<file path="src/rtl/pipeline_pkg.sv">
// Shared pipeline definitions for the hazard/stall logic.
// Holds the default register-address width, the pending-slot layout and the zero-register constant.
package pipeline_pkg;

    localparam int REG_AW_DEF = 5;

    localparam logic [REG_AW_DEF-1:0] REG_ZERO = '0;

    // Packed layout of one pending-load slot: valid bit above the register address.
    typedef struct packed {
        logic                  valid;
        logic [REG_AW_DEF-1:0] rd;
    } pend_slot_t;

endpackage

</file>
<file path="src/rtl/load_pending_pipe.sv">
// Shift register of loads that have left EX but are not yet forwardable.
// Slot 0 is the load that left EX one cycle ago; the last slot drops out on each shift.
module load_pending_pipe #(
    parameter int REG_AW = 5,
    parameter int DEPTH  = 2
) (
    input  logic                          clk,
    input  logic                          rst,
    input  logic                          hold,
    input  logic                          in_valid,
    input  logic [REG_AW-1:0]             in_reg,
    output logic [DEPTH*(REG_AW+1)-1:0]   slots
);

    localparam int SW = REG_AW + 1;

    logic [DEPTH-1:0][SW-1:0] slot_q;

    always_ff @(posedge clk) begin
        if (rst) begin
            slot_q <= '0;
        end else if (!hold) begin
            slot_q[0] <= {in_valid, in_reg};
            for (int k = 1; k < DEPTH; k++) begin
                slot_q[k] <= slot_q[k-1];
            end
        end
    end

    assign slots = slot_q;

endmodule

</file>
<file path="src/rtl/load_hazard_stall_unit.sv">
// Load-use hazard detection and stall control between ID and EX.
// Tracks multi-cycle loads past EX, freezes on data-memory busy, and counts stall cycles.
module load_hazard_stall_unit
    import pipeline_pkg::*;
#(
    parameter int REG_AW   = REG_AW_DEF,
    parameter int LOAD_LAT = 1,
    parameter int CNT_W    = 16
) (
    input  logic              clk,
    input  logic              rst,
    input  logic              ex_memread,
    input  logic [REG_AW-1:0] ex_rt,
    input  logic [REG_AW-1:0] id_rs,
    input  logic [REG_AW-1:0] id_rt,
    input  logic              id_use_rs,
    input  logic              id_use_rt,
    input  logic              id_squash,
    input  logic              mem_busy,
    output logic              PC_write,
    output logic              ID_write,
    output logic              ID_flush_lw_stall,
    output logic              pipe_freeze,
    output logic [CNT_W-1:0]  stall_count
);

    localparam int SW    = REG_AW + 1;
    localparam int NSLOT = (LOAD_LAT > 1) ? LOAD_LAT - 1 : 1;
    localparam logic [REG_AW-1:0] ZERO_REG = REG_AW'(REG_ZERO);

    logic [NSLOT*SW-1:0] slots;
    logic                rs_hit;
    logic                rt_hit;
    logic                hazard;

    // With single-bubble latency nothing is tracked past EX, so no slots exist.
    generate
        if (LOAD_LAT > 1) begin : g_pend
            load_pending_pipe #(
                .REG_AW (REG_AW),
                .DEPTH  (LOAD_LAT - 1)
            ) u_pend (
                .clk      (clk),
                .rst      (rst),
                .hold     (mem_busy),
                .in_valid (ex_memread && (ex_rt != ZERO_REG)),
                .in_reg   (ex_rt),
                .slots    (slots)
            );
        end else begin : g_nopend
            assign slots = '0;
        end
    endgenerate

    always_comb begin
        rs_hit = ex_memread && (ex_rt == id_rs);
        rt_hit = ex_memread && (ex_rt == id_rt);
        for (int k = 0; k < NSLOT; k++) begin
            if (slots[k*SW + REG_AW] && (slots[k*SW +: REG_AW] == id_rs)) rs_hit = 1'b1;
            if (slots[k*SW + REG_AW] && (slots[k*SW +: REG_AW] == id_rt)) rt_hit = 1'b1;
        end
        hazard = (id_use_rs && rs_hit && (id_rs != ZERO_REG)) ||
                 (id_use_rt && rt_hit && (id_rt != ZERO_REG));
    end

    always_comb begin
        PC_write          = 1'b1;
        ID_write          = 1'b1;
        ID_flush_lw_stall = 1'b0;
        pipe_freeze       = 1'b0;
        if (rst) begin
            PC_write = 1'b1;
        end else if (mem_busy) begin
            PC_write    = 1'b0;
            ID_write    = 1'b0;
            pipe_freeze = 1'b1;
        end else if (id_squash) begin
            PC_write = 1'b1;
        end else if (hazard) begin
            PC_write          = 1'b0;
            ID_write          = 1'b0;
            ID_flush_lw_stall = 1'b1;
        end
    end

    // Saturating: once all-ones the count sticks rather than wrapping.
    always_ff @(posedge clk) begin
        if (rst) begin
            stall_count <= '0;
        end else if (!PC_write && (stall_count != {CNT_W{1'b1}})) begin
            stall_count <= stall_count + 1'b1;
        end
    end

endmodule
</file>
<file path="config.mk">
export PLATFORM = sky130hd
export DESIGN_NAME = load_hazard_stall_unit
export DESIGN_NICKNAME = d
export VERILOG_FILES = /design/src/rtl/pipeline_pkg.sv /design/src/rtl/load_pending_pipe.sv /design/src/rtl/load_hazard_stall_unit.sv
export SDC_FILE = /design/constraint.sdc
export NUM_CORES = 1
export LEC_CHECK = 0
export CAP_MARGIN = 20
export CORE_UTILIZATION = 45
export DETAILED_ROUTE_END_ITERATION = 12
export GPL_ROUTABILITY_DRIVEN = 0
export MAX_ROUTING_LAYER = met4
export PLACE_DENSITY_LB_ADDON = 0.05
export SKIP_LAST_GASP = 1
export SYNTH_ARGS = -nofsm -noshare
export SYNTH_HDL_FRONTEND = slang
export SYNTH_HIERARCHICAL = 1
export SYNTH_SLANG_ARGS = --single-unit
</file>
<file path="constraint.sdc">
create_clock -name clk -period 4.6 [get_ports clk]
set_input_delay 1.38 -clock clk [delete_from_list [all_inputs] [get_ports clk]]
set_output_delay 1.38 -clock clk [all_outputs]
set_load 0.05 [all_outputs]
</file>
Yosys cells after proc, flatten, opt, wreduce, memory -nomap -nowiden
Index checks and enable logic that the tools add are counted.
{"block": "totals", "reg_bits": 16, "input_bits": 22, "wordCells": 26}
{"block": "classes", "mux": 10, "add_sub_neg": 1, "reduce_logical": 11, "n_eq_ne": 3}
{"op": "adder 16 x 1 -> 16 bit (second input constant)", "count": 1}
{"op": "!= test 16 bit (second input constant)", "count": 1}
{"op": "== test 5 bit", "count": 2}
{"op": "two-way mux 1 bit", "count": 10}
{"op": "nonzero test 5 bit", "count": 2}
{"op": "logical AND 1 bit", "count": 7}
{"op": "zero test 1 bit", "count": 1}
{"op": "logical OR 1 bit", "count": 1}

Logic depth before layout (Yosys ltp)
Gate-level depths: netlist (run 1).
{"block": "depth", "word_depth": 11, "mapped_depth": 9}

Least setup slack after synthesis (run 1)
OpenSTA, ideal clock, no wires.
{"block": "synth_path", "path_type": "input port to output port", "startpoint": "input port rst", "endpoint": "output port PC_write", "path_stages": 5, "path_buffers": 3, "arrival_time_ns": 2.853, "path_slack_ns": 0.367, "cell_sequence": "buf_6 nor2b_1 a221oi_2 buf_6 buf_4"}
{"block": "synth_via", "elab_chain_len": 1}
{"element": "from (decl)", "line_no": "load_hazard_stall_unit.sv:11", "text": "input logic rst,"}
{"element": "two-way mux 1 bit"}
{"element": "to (decl)", "line_no": "load_hazard_stall_unit.sv:20", "text": "output logic PC_write,"}
Every way passes these cells.

Worst setup path after layout (run 1)
{"block": "layout_path", "startpoint": "input port ex_rt[1]", "endpoint": "output port ID_write"}
{"block": "layout_via", "elab_chain_len": 9}
{"element": "from (decl)", "line_no": "load_hazard_stall_unit.sv:13", "text": "input logic [REG_AW-1:0] ex_rt,"}
{"element": "== test 5 bit, on equally long branches", "line_no": "load_hazard_stall_unit.sv:56, load_hazard_stall_unit.sv:57"}
{"element": "logical AND 1 bit, on equally long branches", "line_no": "load_hazard_stall_unit.sv:56, load_hazard_stall_unit.sv:57"}
{"element": "logical AND 1 bit, on equally long branches (2 in series)", "line_no": "load_hazard_stall_unit.sv:62, load_hazard_stall_unit.sv:63"}
{"element": "logical OR 1 bit *", "line_no": "load_hazard_stall_unit.sv:62", "text": "hazard = (id_use_rs && rs_hit && (id_rs != ZERO_REG)) ||"}
{"element": "two-way mux 1 bit *", "line_no": "load_hazard_stall_unit.sv:79", "text": "end else if (hazard) begin"}
{"element": "two-way mux 1 bit *", "line_no": "load_hazard_stall_unit.sv:77", "text": "end else if (id_squash) begin"}
{"element": "two-way mux 1 bit *", "line_no": "load_hazard_stall_unit.sv:73", "text": "end else if (mem_busy) begin"}
{"element": "two-way mux 1 bit *", "line_no": "load_hazard_stall_unit.sv:71", "text": "if (rst) begin"}
{"element": "to (decl)", "line_no": "load_hazard_stall_unit.sv:21", "text": "output logic ID_write,"}
Mark *: on every way between the ends. The rest lies on a longest branch, timed or not.

==> results.sh, run 1 <==
export IMPL_wire_per_inst_um=12.9
export IMPL_syn_area_um2=1020
export IMPL_required_ns=3.22
export IMPL_antenna_found_initial=0
export IMPL_maxCapViolCount=0
export IMPL_gr_total_overflow=0
export IMPL_syn_inst=114
export IMPL_drc=0
export IMPL_p_sw_mw=0.0782
export IMPL_cts_root_buf="clkbuf_4"
export IMPL_hold_viol_final=0
export IMPL_clk_pin_slew_ns=0.09
export IMPL_yosysUniqueCellTypes=34
export IMPL_die_area_um2=2470
export IMPL_drive_above_1_share=0.152
export IMPL_cp_top_family="buffers and inverters"
export IMPL_largest_register="stall_count"
export IMPL_cts_buffers=3
export IMPL_fp_dieW_um=49.7
export IMPL_row_count=16
export IMPL_rsz0062_at_grt="no"
export IMPL_wirelength_um=2390
export IMPL_yosysSeqAreaShare=0.313
export IMPL_core_um2=2040
export IMPL_cp_start_kind="input pin"
export IMPL_start_util=0.501
export IMPL_peakVddDrop_mv=0.189
export IMPL_grt_first_pass_wirelength_um=4000
export IMPL_fin_tns_setup_ns=0
export IMPL_p_per_area_nw_per_um2=195
export IMPL_power_leakage_nw=0.508
export IMPL_ios=42
export IMPL_worst_setup_path_type="input pin to primary output"
export IMPL_area_delta_synth_final_pct=51.1
export IMPL_crit_fanout=15
export IMPL_syn_nets=137
export IMPL_cts_max_path_buffers=2
export IMPL_cts_hold_buf=0
export IMPL_grt_max_degree=19
export IMPL_clock_sinks=16
export IMPL_period_needed_ns=4.43
export IMPL_crit_top_cell="buf_12"
export IMPL_port_buffers=41
export IMPL_period_share=0.964
export IMPL_rrSetupSlack_ns=2.35
export IMPL_clock_latency_ns=0.29
export IMPL_grt_pass1_vias=911
export IMPL_arrival_ns=3.05
export IMPL_max_stage_delay_ns=0.49
export IMPL_end_kind="primary output"
export IMPL_clkPwrFrac=0.310
export IMPL_post_cts_resized=0
export IMPL_routed_via_density=5.31
export IMPL_maxClockFrequency_mhz=226
export IMPL_relSlewSlack=0.668
export IMPL_num_antenna_cells=0
export IMPL_htree_num_levels=1
export IMPL_top_regs="stall_count x16"
export IMPL_placed_cells=181
export IMPL_worst_pin_slew_ns=0.497
export IMPL_vias=983
export IMPL_finalMaxSlewViolations=0
export IMPL_first_pass_iters=4
export IMPL_cp_slowest_cell="clkdlybuf4s50_1"
export IMPL_fin_skew_ns=0.00491
export IMPL_worstPathCellList="clkdlybuf4s50_1 -> nor4_1 -> o21ai_0 -> a221oi_2 -> buf_12 -> buf_12"
export IMPL_combPwrFrac=0.222
export IMPL_avgSynthCellArea_um2=8.98
export IMPL_sw_frac_of_total=0.260
export IMPL_crit_buf_inv=3
export IMPL_layout_nets=182
export IMPL_postRouteAntennaNets=0
export IMPL_largest_reg_flops=16
export IMPL_yosysWarningCount=6
export IMPL_setup_viol=0
export IMPL_status="completed"
export IMPL_drt_iter0_markers=9
export IMPL_grt_util_all_layers=0.218
export IMPL_p_seq_frac=0.468
export IMPL_cts_setup_buffers=0
export IMPL_cts_tree="built"
export IMPL_hp_class="register to register"
export IMPL_internal_power_mw=0.223
export IMPL_dp_hpwl_um=1920
export IMPL_final_cells=185
export IMPL_fp_dieH_um=49.7
export IMPL_ys_seq_elements=16
## cell usage after synthesis, drive strengths merged
cell | count | area (um^2)
xnor2 | 16 | 140
o21bai | 1 | 7.51
a21oi | 2 | 10.0
nor3b | 2 | 31.3
dfxtp | 16 | 320
a31oi | 2 | 12.5
nand4 | 2 | 18.8
nor2b | 2 | 12.5
a22oi | 1 | 7.51
xor2 | 2 | 17.5
nand3 | 5 | 25.0
a31o | 1 | 8.76
a221oi | 1 | 15.0
ha | 1 | 12.5
or3 | 2 | 12.5
inv | 6 | 22.5
buf | 5 | 40.0
o21a | 2 | 15.0
o21ai | 3 | 15.0
nor4b | 3 | 26.3
nor2 | 15 | 56.3
mux2i | 1 | 10.0
a2111oi | 1 | 27.5
nand2 | 9 | 33.8
nor3 | 5 | 30.0
mux2 | 1 | 11.3
nor4 | 7 | 83.8
## routing by layer
metal,wire (um),GRT usage,part of all wire,vias to the layer above
met3,100,0.0586,0.042,4
met5,0,-,0,-
met2,1240,0.378,0.52,30
met1,1020,0.244,0.43,463
li1,-,-,-,486
met4,28,0.0619,0.012,0
## logic make-up (layout without fill, tap and decap cells)
group                      count (synthesis)  count (layout)  share of synthesized area
xor gates and xnor gates                  18              18                      0.154
buffers and inverters                     11              55                     0.0611
and+or+nand+nor                           52              52                      0.323
muxes                                      2               2                     0.0208
adders and majority gates                  1               1                     0.0122
AOI/OAI and AO/OA                         14              14                      0.116
DFF                                       16              16                      0.313
## layout by cell type, fill, tap and decap left out, types with 2 or more instances in the layout
| cell type | Yosys | final |
|---|---|---|
| clkdlybuf4s50_1 | 0 | 37 |
| xnor2_1 | 16 | 16 |
| dfxtp_1 | 16 | 16 |
| nor2_1 | 15 | 15 |
| nand2_1 | 9 | 9 |
| inv_1 | 6 | 6 |
| nand3_1 | 5 | 5 |
| buf_12 | 0 | 5 |
| nor3_1 | 4 | 4 |
| nor4_2 | 4 | 4 |
| o21ai_0 | 3 | 3 |
| nor4b_1 | 3 | 3 |
| clkbuf_4 | 0 | 3 |
| buf_4 | 1 | 3 |
| nor4_1 | 2 | 2 |
| xor2_1 | 2 | 2 |
| nor2b_1 | 2 | 2 |
| or3_1 | 2 | 2 |
| a31oi_1 | 2 | 2 |
| o21a_1 | 2 | 2 |
| a21oi_1 | 2 | 2 |
## path summary, 6_finish.rpt
check,from,end,depth (start not counted)
worst max-delay path,ex_rt[1],ID_write,6
worst min-delay path,stall_count[1]$_SDFFE_PP0P_,stall_count[1]$_SDFFE_PP0P_,2
worst max register to register,stall_count[0]$_SDFFE_PP0P_,stall_count[15]$_SDFFE_PP0P_,8
worst min register to register,stall_count[1]$_SDFFE_PP0P_,stall_count[1]$_SDFFE_PP0P_,2
## power groups by stage
| stage | combinational [mW] | clock [mW] | sequential [mW] |
|---|---|---|---|
| after floorplan | 0.0277 | 0 | 0.148 |
| after global placement | 0.0652 | 0 | 0.144 |
| after detailed placement | 0.0668 | 0 | 0.144 |
| after CTS | 0.0670 | 0.0964 | 0.141 |
| after global routing | 0.0704 | 0.103 | 0.141 |
| final | 0.0668 | 0.0933 | 0.141 |
## cell type report
cell class	instances	area, um^2
well taps	27	33.8
fillers	178	495
repair buffers	45	493
multi-input cells	87	641
clock buffers	4	36.3
flip-flops and latches	16	320
inverters	6	22.5
## worst reg2reg max path: cells and delay by family, from the launching register on
kind | cells | cell delay, ns
flops | 1 | 0.40
fa+ha+maj | 1 | 0.19
buf+inv | 1 | 0.23
simple gates | 5 | 1.02
mux | 1 | 0.31
## metrics by stage
step	setup WS [ns]	total power, mW	instance area, um^2	util	hold WS [ns]
CTS	0.189	0.304	1550	0.757	0.515
global route	0.0708	0.315	1550	0.757	0.550
floorplan	0.367	0.176	1020	-	0.703
detailed placement	0.192	0.211	1510	0.740	0.500
finish	0.166	0.301	1550	0.757	0.516
global placement	0.239	0.209	1510	0.740	0.489
Power figures use the tool's default switching activity.
==> inputs of run 2 (changes only) <==
Settings changed: CAP_MARGIN 20 to default.
Clock period 4.6 ns to 5.6 ns, I/O delays scaled along.
==> run 2 against run 1 <==
Against the previous run: non-clock buffer count decreased by 1; largest cell class unchanged; critical path depth unchanged; clock-buffer cell count decreased by 1; wire length increased by 1.9%; clock power decreased by 34%.
==> results.sh, run 2 (same netlist as run 1, synthesis figures left out) <==
export IMPL_multi_input_area_um2=641
export IMPL_routed_via_density=5.27
export IMPL_maxClockFrequency_mhz=195
export IMPL_required_ns=3.92
export IMPL_grt_pass1_vias=995
export IMPL_wirelength_um=2430
export IMPL_cts_buffers=3
export IMPL_setup_viol=0
export IMPL_first_pass_iters=4
export IMPL_top_regs="stall_count x16"
export IMPL_maxCapViolCount=0
export IMPL_regArea_um2=320
export IMPL_cp_top_family="buffers and inverters"
export IMPL_finish_instance_area_um2=1500
export IMPL_worst_setup_path_type="input pin to primary output"
export IMPL_clock_latency_ns=0.28
export IMPL_ios=42
export IMPL_cts_tree="built"
export IMPL_grt_util_all_layers=0.230
export IMPL_layout_nets=181
export IMPL_postRouteAntennaNets=0
export IMPL_cts_hold_buf=0
export IMPL_crit_fanout=15
export IMPL_vias=965
export IMPL_rsz0062_at_grt="no"
export IMPL_cts_root_buf="clkbuf_4"
export IMPL_finalMaxSlewViolations=0
export IMPL_period_share=0.913
export IMPL_worstPathCellList="clkdlybuf4s50_1 -> nor4_1 -> o21ai_0 -> a221oi_2 -> buf_4 -> buf_12"
export IMPL_worst_pin_slew_ns=0.510
export IMPL_hold_viol_final=0
export IMPL_crit_buf_inv=3
export IMPL_clock_sinks=16
export IMPL_gr_total_overflow=0
export IMPL_rrSetupSlack_ns=3.30
export IMPL_power_leakage_nw=0.485
export IMPL_drive_above_1_share=0.135
export IMPL_cp_start_kind="input pin"
export IMPL_largest_reg_flops=16
export IMPL_htree_num_levels=1
export IMPL_num_antenna_cells=0
export IMPL_post_cts_resized=0
export IMPL_wire_per_inst_um=13.3
export IMPL_max_stage_delay_ns=0.49
export IMPL_p_per_area_nw_per_um2=152
export IMPL_relSlewSlack=0.659
export IMPL_final_cell_mix="clkdlybuf4s50_1 (38), xnor2_1 (16), dfxtp_1 (16), nor2_1 (15), nand2_1 (9)"
export IMPL_grt_max_degree=18
export IMPL_peakVddDrop_mv=0.128
export IMPL_drc=0
export IMPL_antenna_found_initial=0
export IMPL_cp_slowest_cell="clkdlybuf4s50_1"
export IMPL_start_util=0.501
export IMPL_clk_pin_slew_ns=0.09
export IMPL_fp_dieH_um=49.7
export IMPL_layout_commonest_cell="clkdlybuf4s50_1"
export IMPL_core_um2=2040
export IMPL_dp_hpwl_um=1990
export IMPL_hp_class="register to register"
export IMPL_dpl_cell_area_um2=1480
export IMPL_arrival_ns=3.44
export IMPL_period_needed_ns=5.12
export IMPL_port_buffers=41
export IMPL_fin_tns_setup_ns=0
export IMPL_row_count=16
export IMPL_largest_register="stall_count"
export IMPL_area_delta_synth_final_pct=46.8
export IMPL_end_kind="primary output"
export IMPL_nFillCells=173
export IMPL_status="completed"
export IMPL_die_area_um2=2470
export IMPL_fp_dieW_um=49.7
export IMPL_fin_skew_ns=0.00173
export IMPL_cts_setup_buffers=0
export IMPL_drt_iter0_markers=18
export IMPL_grt_first_pass_wirelength_um=4280
export IMPL_cts_max_path_buffers=2
==> run 2: cell types whose count changed in the layout (fill, tap and decap cells not counted), sizes merged <==
cell | previous run | this run
clkbuf | 4 | 3
clkdlybuf4s50 | 37 | 38
buf | 8 | 6
==> run 2: through the flow <==
stage	utilization	total power, mW	setup WS (ns)	std cells	hold slack [ns]
2_1_floorplan	-	0.145	0.767	114	0.703
3_3_place_gp	0.725	0.169	0.600	180	0.492
3_5_place_dp	0.725	0.171	0.504	180	0.501
4_1_cts	0.736	0.231	0.500	183	0.515
5_1_grt	0.736	0.241	0.323	183	0.558
6_report	0.736	0.229	0.485	183	0.520
==> run 2: worst min-delay path, cell delays in order, from the launching register on <==
cell and delay (ns):
dfxtp_1 0.34, o21ai_0 0.08, a21oi_1 0.06
==> run 2: path summary, 6_finish.rpt <==
| check | end | from | cells past startpoint |
|---|---|---|---|
| min reg2reg | stall_count[1]$_SDFFE_PP0P_ | stall_count[1]$_SDFFE_PP0P_ | 2 |
| max | PC_write | ex_rt[1] | 6 |
| max reg2reg | stall_count[15]$_SDFFE_PP0P_ | stall_count[7]$_SDFFE_PP0P_ | 8 |
| min | stall_count[1]$_SDFFE_PP0P_ | stall_count[1]$_SDFFE_PP0P_ | 2 |
==> run 2: cell type report <==
cell class | instances | area share
Clock buffer | 3 | 0.0150
Inverter | 6 | 0.0150
Tap cell | 27 | 0.0225
Sequential cell | 16 | 0.213
Multi-Input combinational cell | 87 | 0.426
Timing Repair Buffer | 44 | 0.308
==> run 2: report_power, final <==
part | total [mW] | internal [mW] | leakage (nW) | switching, mW
combinational | 0.0519 | 0.0264 | 0.342 | 0.0255
sequential | 0.116 | 0.115 | 0.129 | 0.00108
clock | 0.0614 | 0.0249 | 0.0138 | 0.0365
==> run 2: metal layers <==
metal  up-vias  wire length, um  global-route usage
li1        483                -                   -
met1       453             1070               0.274
met2        27             1270               0.414
met3         2               84              0.0463
met4         0                8              0.0143
met5         -                0                   -
==> inputs of run 3 (changes only) <==
Settings changed: SKIP_CTS_REPAIR_TIMING from default to 1.
==> results of run 3 <==
Same layout as run 2: the final DEF is identical, and so are final timing and power.
==> RTL change (settings of run 2) <==
`REG_ZERO`: '0 -> 1.
--- a/src/rtl/pipeline_pkg.sv
+++ b/src/rtl/pipeline_pkg.sv
@@ -4,7 +4,7 @@
 
     localparam int REG_AW_DEF = 5;
 
-    localparam logic [REG_AW_DEF-1:0] REG_ZERO = '0;
+    localparam logic [REG_AW_DEF-1:0] REG_ZERO = 1;
 
     // Packed layout of one pending-load slot: valid bit above the register address.
     typedef struct packed {
Behaviour: not the same (a bounded check fails within 4 cycles, from zero or initial values and one cycle with rst high).
==> RTL change against run 2 <==
Sequential share of layout area fell by 1.0 points; routed wire length is 15% higher; area after synthesis is 6.6% higher; utilization is 3.5 points lower; cell area grew 5.2%; first-iteration DRC count is the same; critical path type unchanged; die area grew 6.3%; sequential cell count stayed put; setup slack improved by 0.10 ns; clock power grew 26%; highest routed layer unchanged; non-clock buffer count is the same; power up 5.8%.
==> RTL change: results (changes against run 2) <==
Primary FF master, synth=dfxtp_1; wire per inst=14.3 um (+8.0%); GRT Total Usage=24.3% (+1.2 points); Peak VDD IR=0.000107 V (-16%); GRT met1 Usage=27.5% (+0.11 points); grt met2 use=42.8% (+1.3 points); Worst-path clk slew=0.10 ns; status=completed; DP HPWL=2110 um (+6.3%); Worst slew margin=49.6% (-16 points); Critical Path AT=3.33 ns (-0.11 ns); final WL=2800 um (+15%); Commonest cells post-synth=16 x dfxtp_1, 13 x nor2_1, 8 x inv_1, 8 x nand3_1; Vias/cell=5.68 (+7.7%); met3 usage=5.65% (+1.0 points); syn_nets=149 (+8.8%); vias in the first global route=1077 (+8.2%); Avg Synthesized Cell Area=8.66 um^2 (-3.6%); Layout Nets=191 (+5.5%); largest net degree at the start of global routing=23 (+5); post-cts repair resize count=0 (unchanged); net switching power figure=0.0627 mW (-0.45%); worst-path maximum fanout=4 (-11); Leakage Power=0.506 nW (+4.3%); Area contributors post-synth=dfxtp_1 29%, nor4_4 5.8%, xnor2_1 4.8%
[RTL change: cell count changes in the layout (fill, tap and decap cells not counted), moves of 3 or more]
cell | before | now
o41ai_1 | 0 | 4
nor2b_1 | 2 | 6
nand3_1 | 5 | 8
nand2_1 | 9 | 6
nor4_2 | 4 | 0
xnor2_1 | 16 | 6
mux2_2 | 0 | 3
a21oi_1 | 2 | 5
[RTL change: kinds of logic (layout without fill, tap and decap cells)]
kind of cell	count (synthesis)	in the layout	share of synthesized area, %
xor gates and xnor gates	8	8	6.42
and+or+nand+nor	55	55	32.2
DFF	16	16	29.4
buffers and inverters	16	57	7.68
adders and majority gates	1	1	1.15
muxes	7	7	7.11
AOI/OAI and AO/OA	23	23	16.1
[RTL change: area by class of cell]
| cell class | count | area (um^2) |
|---|---|---|
| tap | 28 | 35.0 |
| inverter | 9 | 33.8 |
| timing repair buffer | 44 | 463 |
| fill | 203 | 674 |
| clock buffer | 4 | 36.3 |
| sequential | 16 | 320 |
| multi-input combinational | 94 | 692 |
[RTL change: worst paths after layout]
check / startpoint / endpoint / slack (ns) / cells after the start
hold / removal: stall_count[6] / stall_count[6] / 0.52 / 2
hold reg to reg: stall_count[6] / stall_count[6] / 0.52 / 2
setup reg to reg: stall_count[7] / stall_count[11] / 3.07 / 7
setup / recovery: ex_rt[1] / ID_write / 0.59 / 6
[RTL change: critical path, cell delays in order]
cell and delay [ns]:
clkdlybuf4s50_1 0.48, nor4b_1 0.34, o21ai_0 0.15, a221o_2 0.40, inv_2 0.13, buf_12 0.15
[RTL change: per-stage QoR]
stage	instance area, um^2	power (mW)	hold slack [ns]	setup WS [ns]	utilization, %
2_1_floorplan	1090	0.143	0.692	0.475	-
3_3_place_gp	1540	0.166	0.470	0.602	68.5
3_5_place_dp	1540	0.168	0.511	0.555	68.5
4_1_cts	1580	0.244	0.527	0.554	70.1
5_1_grt	1580	0.253	0.535	0.493	70.1
6_report	1580	0.242	0.517	0.588	70.1
[RTL change: power by group through the flow]
| stage | clock (mW) | combinational (mW) | sequential [mW] |
|---|---|---|---|
| finish | 0.0772 | 0.0498 | 0.115 |
| detailed placement | 0 | 0.0497 | 0.118 |
| floorplan | 0 | 0.0220 | 0.121 |
| global placement | 0 | 0.0485 | 0.118 |
| CTS | 0.0784 | 0.0499 | 0.115 |
| global route | 0.0847 | 0.0532 | 0.115 |
[RTL change: routing by layer]
metal / part of all wire [%] / up-vias
met5: 0 / -
met4: 0.29 / 0
met3: 4.0 / 2
met2: 51 / 31
met1: 45 / 529
li1: - / 545
